$ cat config.mk
export PLATFORM = sky130hd
export DESIGN_NAME = base_rrarb
export DESIGN_NICKNAME = d
export VERILOG_FILES = /design/src/rtl/base_arb_pkg.sv /design/src/rtl/base_prienc_hp.sv /design/src/rtl/base_rrarb.sv
export SDC_FILE = /design/constraint.sdc
export NUM_CORES = 1
export LEC_CHECK = 0
export CORE_MARGIN = 3
export CORE_UTILIZATION = 54
export DETAILED_ROUTE_END_ITERATION = 7
export DONT_BUFFER_PORTS = 1
export PLACE_DENSITY = 0.72
export SLEW_MARGIN = 20
export SYNTH_ARGS = -nofsm -noshare
export SYNTH_HDL_FRONTEND = slang
export SYNTH_SLANG_ARGS = --single-unit
$ cat constraint.sdc
create_clock -name clk -period 1.76 [get_ports clk]
set_input_delay 0.176 -clock clk [delete_from_list [all_inputs] [get_ports clk]]
set_output_delay 0.176 -clock clk [all_outputs]
set_load 0.01 [all_outputs]
$ cat src/rtl/base_arb_pkg.sv
// Shared types and helpers for the round-robin arbiter slice.
package base_arb_pkg;

  // Arbiter FSM: IDLE has no holder, BUSY has exactly one holder.
  typedef enum logic {
    IDLE = 1'b0,
    BUSY = 1'b1
  } state_t;

  // Width of a binary index into n items; never narrower than one bit.
  function automatic int idx_w(input int n);
    return (n > 1) ? $clog2(n) : 1;
  endfunction

endpackage

$ cat src/rtl/base_prienc_hp.sv
// Priority encoder, index 0 highest priority, one-hot result.
module base_prienc_hp #(
  parameter int n = 4
) (
  input  logic [0:n-1] vec,
  output logic [0:n-1] onehot,
  output logic         any
);

  // Scan from the lowest-priority end so the lowest set index wins last.
  always_comb begin
    onehot = '0;
    for (int i = n - 1; i >= 0; i--) begin
      if (vec[i]) begin
        onehot    = '0;
        onehot[i] = 1'b1;
      end
    end
  end

  assign any = |vec;

endmodule

$ cat src/rtl/base_rrarb.sv
// Round-robin arbiter with optional maximum grant tenure.
// Handshake: gnt/gnt_v act as a valid with no ready; the holder keeps the
// grant until it pulses rel, drops its req bit, or the tenure limit expires.
module base_rrarb
  import base_arb_pkg::*;
#(
  parameter int ways     = 4,
  parameter int max_hold = 0,
  localparam int iw      = idx_w(ways)
) (
  input  logic          clk,
  input  logic          reset,
  input  logic [0:ways-1] req,
  input  logic          rel,
  output logic [0:ways-1] gnt,
  output logic          gnt_v,
  output logic [iw-1:0] gnt_id,
  output logic          preempt,
  output state_t        dbg_state
);

  state_t          state;
  logic [iw-1:0]   ptr;
  logic [iw-1:0]   ptr_nxt;
  logic [iw-1:0]   mask_ptr;
  logic [0:ways-1] cand;
  logic [0:ways-1] mask_ge_ptr;
  logic [0:ways-1] masked;
  logic [0:ways-1] win_m;
  logic [0:ways-1] win_f;
  logic [0:ways-1] winner;
  logic [iw-1:0]   win_id;
  logic            any_m;
  logic            any_f;
  logic            holder_req;
  logic            hold_hit;
  logic            release_now;

  assign dbg_state = state;

  // Holder still requesting, and the rotating pointer after it lets go.
  assign holder_req  = |(req & gnt);
  assign ptr_nxt     = (gnt_id == iw'(ways - 1)) ? '0 : gnt_id + 1'b1;
  assign release_now = (state == BUSY) && (rel || !holder_req || hold_hit);

  // Tenure counter only exists when a hold limit is configured.
  generate
    if (max_hold > 0) begin : g_hold
      localparam int hw = $clog2(max_hold + 1);
      logic [hw-1:0] hold_cnt;

      assign hold_hit = (hold_cnt == hw'(max_hold - 1));

      // Count BUSY cycles of the current holder; clear on any handover.
      always_ff @(posedge clk or posedge reset) begin
        if (reset) begin
          hold_cnt <= '0;
        end else if (state == BUSY && !release_now) begin
          if (hold_cnt != hw'(max_hold)) hold_cnt <= hold_cnt + 1'b1;
        end else begin
          hold_cnt <= '0;
        end
      end
    end else begin : g_nohold
      assign hold_hit = 1'b0;
    end
  endgenerate

  // Candidates and the pointer the search starts from this cycle.
  always_comb begin
    cand     = '0;
    mask_ptr = ptr;
    if (state == IDLE) begin
      cand = req;
    end else if (release_now) begin
      cand     = req & ~gnt;
      mask_ptr = ptr_nxt;
    end
    for (int i = 0; i < ways; i++) begin
      mask_ge_ptr[i] = (i >= int'(mask_ptr));
    end
  end

  assign masked = cand & mask_ge_ptr;

  base_prienc_hp #(.n(ways)) u_masked (
    .vec    (masked),
    .onehot (win_m),
    .any    (any_m)
  );

  base_prienc_hp #(.n(ways)) u_full (
    .vec    (cand),
    .onehot (win_f),
    .any    (any_f)
  );

  assign winner = any_m ? win_m : win_f;

  // One-hot winner to binary index.
  always_comb begin
    win_id = '0;
    for (int i = 0; i < ways; i++) begin
      if (winner[i]) win_id = win_id | iw'(i);
    end
  end

  // Arbiter FSM with registered grant outputs.
  always_ff @(posedge clk or posedge reset) begin
    if (reset) begin
      state   <= IDLE;
      gnt     <= '0;
      gnt_v   <= 1'b0;
      gnt_id  <= '0;
      preempt <= 1'b0;
      ptr     <= '0;
    end else begin
      preempt <= 1'b0;
      case (state)
        IDLE: begin
          if (any_f) begin
            gnt    <= winner;
            gnt_v  <= 1'b1;
            gnt_id <= win_id;
            state  <= BUSY;
          end
        end
        BUSY: begin
          if (release_now) begin
            ptr     <= ptr_nxt;
            preempt <= hold_hit && !rel && holder_req;
            if (any_f) begin
              gnt    <= winner;
              gnt_v  <= 1'b1;
              gnt_id <= win_id;
            end else begin
              gnt    <= '0;
              gnt_v  <= 1'b0;
              gnt_id <= '0;
              state  <= IDLE;
            end
          end
        end
        default: state <= IDLE;
      endcase
    end
  end

endmodule

==> results of run 1 <==
==> final cells by class <==
| type | instances | area share [%] |
|---|---|---|
| clock buffer | 4 | 2.89 |
| timing repair buffer | 41 | 28.6 |
| inverter | 4 | 1.39 |
| tap | 15 | 1.49 |
| sequential | 10 | 20.3 |
| multi-input combinational | 66 | 45.4 |
==> cells by family (layout without fill, tap and decap cells) <==
group / after synthesis / count (layout) / share of synthesized area (%)
adders and majority gates: 1 / 1 / 1.59
and+or+nand+nor: 26 / 26 / 14.6
DFF: 10 / 10 / 31.7
buffers and inverters: 7 / 49 / 5.56
other: 1 / 1 / 0.476
AOI/OAI and AO/OA: 37 / 38 / 46.0
==> metal layers <==
layer	vias to the layer above	wire length (um)
met3	31	437
met5	-	0
li1	405	-
met4	0	256
met2	94	1680
met1	472	1230
==> critical path: cells and delay by family (launching register included) <==
| kind | cells | cell delay [ps] |
|---|---|---|
| DFF | 1 | 450 |
| AOI/OAI and AO/OA | 5 | 1290 |
| and+or+nand+nor | 1 | 110 |
==> power by group <==
group          total [W]  switching, W  leakage, nW  internal (W)
Sequential      0.000460      0.000119        0.115      0.000341
Combinational    0.00216       0.00111        0.427       0.00105
Clock           0.000227      0.000101       0.0210      0.000126
==> state kept, by name (all words and copies together), names as in the netlist <==
signal / count
dbg_state: 1
gnt_v: 1
gnt_id: 2
ptr: 2
gnt: 4
==> what timing repair did <==
item / 4_1_cts / 5_1_grt
gates cloned: 1 / 1
pin swaps: 8 / 6
hold endpoints to repair: 10 / 0
hold buffers: 1 / 0
gates resized for setup: 9 / 11
buffers inserted: 6 / 9
setup endpoints to repair: 6 / 8
==> worst min-delay path by stage <==
| stage | end | from | slack, ps |
|---|---|---|---|
| final | dbg_state | rel | 190 |
| after detailed placement | gnt_id[0] | reset | 70 |
| after global routing | dbg_state | rel | 220 |
| after global placement | gnt_v | reset | 70 |
| after floorplan | dbg_state | reset | 20 |
| after CTS | gnt[0] | req[0] | 120 |
==> placed cells by master (no fill, tap or decap), types with 2 or more instances in the layout <==
cell type  instances
dfrtp_2            4
o211a_1            2
inv_1              3
o21bai_1           2
a31oi_4            3
a22oi_2            2
a211oi_2           2
a222oi_1           4
buf_4             33
o31ai_4            2
a21bo_2            2
o211ai_1           4
buf_6              5
a21boi_4           2
nand2_1           15
nand3_1            4
dfrtp_1            6
o21ai_1            4
a221oi_2           2
clkbuf_4           3
nor2_1             3
==> metrics by stage <==
step                utilization [%]  TNS (ps)  cell area, um^2  std cells  hold WS [ps]
finish                         94.3     -1110             1260        140           186
floorplan                         -         0              788         82          16.2
detailed placement             73.0      -398              973        118          69.2
global route                   94.3     -1510             1260        140           215
CTS                            83.0      -121             1110        130           115
global placement               73.0      -160              973        118          69.3
==> metrics.yaml, run 1 <==
clockBufferDepth: 2
crit_path_end: "gnt_id[0]"
drive_gt1_share_pct: 55.2
async_flop_share_pct: 100
syn_avg_cell_area_um2: 9.61
startpoint: "gnt[1]"
antenna_cells: 0
end_kind: "register"
skew_ps: 1.91
setup_viol: 8
place_congestion: 0.886
drt-vias-per-instance: 7.16
num_io_pins: 16
die_width_um: 44.2
htree_levels: 1
syn2layout_area_growth_pct: 59.5
root_buffer: "clkbuf_4"
min_period_over_period_pct: 113
critPathMaxFanout: 5
drtIter0Drc: 71
syn_inst: 82
r2r_slack_ps: -220
final-seq-area_um2: 255
syn-num-nets: 90
antenna_found_initial: 0
synth_cell_types: 37
violations: "negative setup slack"
yosysSeqAreaShare_pct: 31.7
r2r_start: "gnt[1]"
holdPathStages: 3
wire_per_inst_um: 25.8
place_ws_ps: -127
dr.pass1.iters: 5
final.fill_count: 43
synth_area_um2: 788
synth_edf_count: 0
setup.worst_path.class: "reg -> reg"
cts_buffers: 3
totalWireLength_mm: 3.61
clkSlewWorstSetupHoldPaths_ps: 80
p_per_area_nw_per_um2: 2260
crit_path_top_delay_cell: "dfrtp_2"
rsz0062_at_grt: "yes"
use_met3_pct: 8.13
met1_usage_pct: 38.3
startpoint_type: "register"
period_needed_ps: 1980
clk_latency_ps: 280
yosysWarnings: 0
r2r_end: "gnt_id[0]"
yosysTopAreaCellShare_pct: 31.7
critPathArrivalTime_ps: 2130
yosys-top-cells-area: "dfrtp_1 (32%), nand2_1 (7.1%), a222oi_1 (5.1%)"
worst_ep_required_time_ps: 1910
start_util_pct: 59.1
multiInputGateArea_um2: 571
clock_sinks: 10
hold_viol: 0
grt_pass1_vias: 871
cts_tree: "done"
yosysTopAreaCell: "dfrtp_1"
leakage_nw: 0.563
irDropWorstVdd_mv: 1.57
via_count: 1002
path_cells: "a222oi_1, o21bai_1, a21boi_4, nor2_2, o21ai_1, o2111ai_1"
status: "finished with violations"
hpwl_mm: 1.62
yosysMostFrequentCell: "nand2_1"
fp.dieH_um: 44.2
synthTopCellsByCount: "nand2_1 (15), dfrtp_1 (10), a222oi_1 (4), nand3_1 (4), o211ai_1 (4)"
cap_violations: 0
reg2reg_depth: 6
grt_busiest_layer: "met2"
max_stage_delay_ps: 450
fin_ws_ps: -221
postRouteAntennaNets: 0
grtUsageMet2_pct: 46.5
hold_path_class: "in -> reg"
grt_pass1_wl_mm: 4.17
synth-seq-cells: 10
drc: 0
die_area_um2: 1950
grtUsageTotal_pct: 30.0
grt_max_degree: 15
synthFlopType: "dfrtp_1"
portBuffers: 0
fmax_mhz: 505
rows: 13
placeableCoreArea_um2: 1330
grt_overflow: 0
final_max_slew_viol_count: 0
power.total_w: 0.00284
fin_nets: 134
No activity file was read; power rests on OpenSTA's default activity.
==> run 2: changes to the inputs <==
--- a/config.mk
+++ b/config.mk
@@ -14,3 +14,4 @@
 export SYNTH_ARGS = -nofsm -noshare
 export SYNTH_HDL_FRONTEND = slang
 export SYNTH_SLANG_ARGS = --single-unit
+export TNS_END_PERCENT = 20
==> metrics.yaml, run 2 (synthesis results as in run 1) <==
setup_viol: 5
cts_buffers: 3
drtIter0Drc: 31
met1_usage_pct: 31.6
via_count: 819
end_kind: "register"
rsz0062_at_grt: "yes"
timing.hold.ws_ps: 109
stdcell_area_um2: 1070
grtUsageMet2_pct: 42.2
r2r_slack_ps: -110
final_cells: 125
start_util_pct: 59.1
grt_overflow: 0
r2r_end: "gnt[0]"
antenna_cells: 0
r2r_start: "gnt[3]"
place_congestion: 0.886
fp.dieH_um: 44.2
use_met3_pct: 4.88
grt_busiest_layer: "met2"
die_width_um: 44.2
path_cells: "a22oi_2, a21o_1, a31oi_4, buf_4, a211oi_1, a221oi_2, o21ai_1"
power.total_w: 0.00225
clkSlewWorstSetupHoldPaths_ps: 70
largest-register: "gnt"
grt_max_degree: 15
drt-vias-per-instance: 6.55
fmax_mhz: 534
fin_nets: 119
hold_path_class: "in -> reg"
clk_latency_ps: 280
antenna_found_initial: 0
place_inst: 118
setup.worst_path.class: "reg -> reg"
irDropWorstVdd_mv: 1.34
totalWireLength_mm: 2.25
drc: 0
hold_end: "gnt[0]"
skew_ps: 5.12
drive_gt1_share_pct: 45.5
postRouteAntennaNets: 0
final_max_slew_viol_count: 0
dr.pass1.iters: 5
largest_reg_flops: 4
grt_pass1_vias: 785
placeableCoreArea_um2: 1330
final_common_cell: "buf_4"
startpoint_type: "register"
status: "finished with violations"
root_buffer: "clkbuf_4"
htree_levels: 1
crit_path_top_delay_cell: "dfrtp_1"
max_stage_delay_ps: 440
rows: 13
clockBufferDepth: 2
crit_family: "compound AO/OA/AOI/OAI gates"
wire_per_inst_um: 18.0
num_io_pins: 16
critPathArrivalTime_ps: 2090
min_from: "req[0]"
die_area_um2: 1950
period_needed_ps: 1870
critPathMaxFanout: 5
syn2layout_area_growth_pct: 35.2
final.fill_count: 93
grt_pass1_wl_mm: 3.59
reg.largest.list: "gnt: 4 flops, gnt_id: 2 flops, ptr: 2 flops"
cap_violations: 0
hold_viol: 0
cts_tree: "done"
min_period_over_period_pct: 106
p_per_area_nw_per_um2: 2110
multiInputGateArea_um2: 532
holdPathStages: 2
final-seq-area_um2: 251
worst_ep_required_time_ps: 1970
leakage_nw: 0.475
final_cell_mix: "buf_4 (24), nand2_1 (15), dfrtp_1 (9)"
cp_num_buf_inv: 1
grtUsageTotal_pct: 25.8
portBuffers: 0
hpwl_mm: 1.62
violations: "negative setup slack"
fin_ws_ps: -112
clock_sinks: 10
place_area_um2: 973
reg2reg_depth: 7
[run 2: metrics by stage]
stage	setup TNS, ps	worst slack (ps)	util (%)
6_report	-391	-112	79.9
5_1_grt	-1120	-218	79.9
4_1_cts	-220	-94.8	78.9
3_5_place_dp	-398	-127	73.0
3_3_place_gp	-160	-64.4	73.0
2_1_floorplan	0	41.5	-
[run 2: metal layers]
metal  share of wire, %  vias up
li1                   -      375
met1                 42      393
met2                 48       42
met3                6.9        9
met4                3.5        0
met5                  0        -
[run 2: worst reg2reg max path, cell delays in order (launching register included)]
cell	delay [ps]
dfrtp_1	440
a22oi_2	320
a21o_1	270
a31oi_4	160
buf_4	170
a211oi_1	270
a221oi_2	70
o21ai_1	120
[run 2: power by group]
part	switching (W)	leakage, nW	internal, W
sequential	0.0000906	0.118	0.000336
clock	0.0000940	0.0210	0.000126
combinational	0.000828	0.336	0.000778
total	0.00101	0.475	0.00124
[run 2: what timing repair did]
item / 4_1_cts / 5_1_grt
hold buffers: 1 / 0
gates resized for setup: 3 / 3
setup buffers: 1 / 0
gates cloned: 1 / 0
endpoints found under the setup margin: 6 / 6
hold endpoints to repair: 10 / 0
pin swaps: 2 / 1
[run 2: area by class of cell]
class                      instances  share of cell area (%)
inverter                           4                    1.64
multi-input combinational         66                    49.9
tap                               15                    1.76
timing repair buffer              26                    19.7
sequential                        10                    23.6
clock buffer                       4                    3.40
[run 2: how the worst max path moves through the flow]
stage	cells after the start	slack [ps]	to	from
floorplan	7	40	gnt_id[1]	gnt[3]
global placement	6	-60	gnt_id[0]	gnt[3]
detailed placement	6	-130	gnt_id[0]	gnt[3]
CTS	6	-90	gnt_id[0]	gnt[1]
global route	6	-220	gnt_id[1]	gnt[3]
finish	7	-110	gnt[0]	gnt[3]
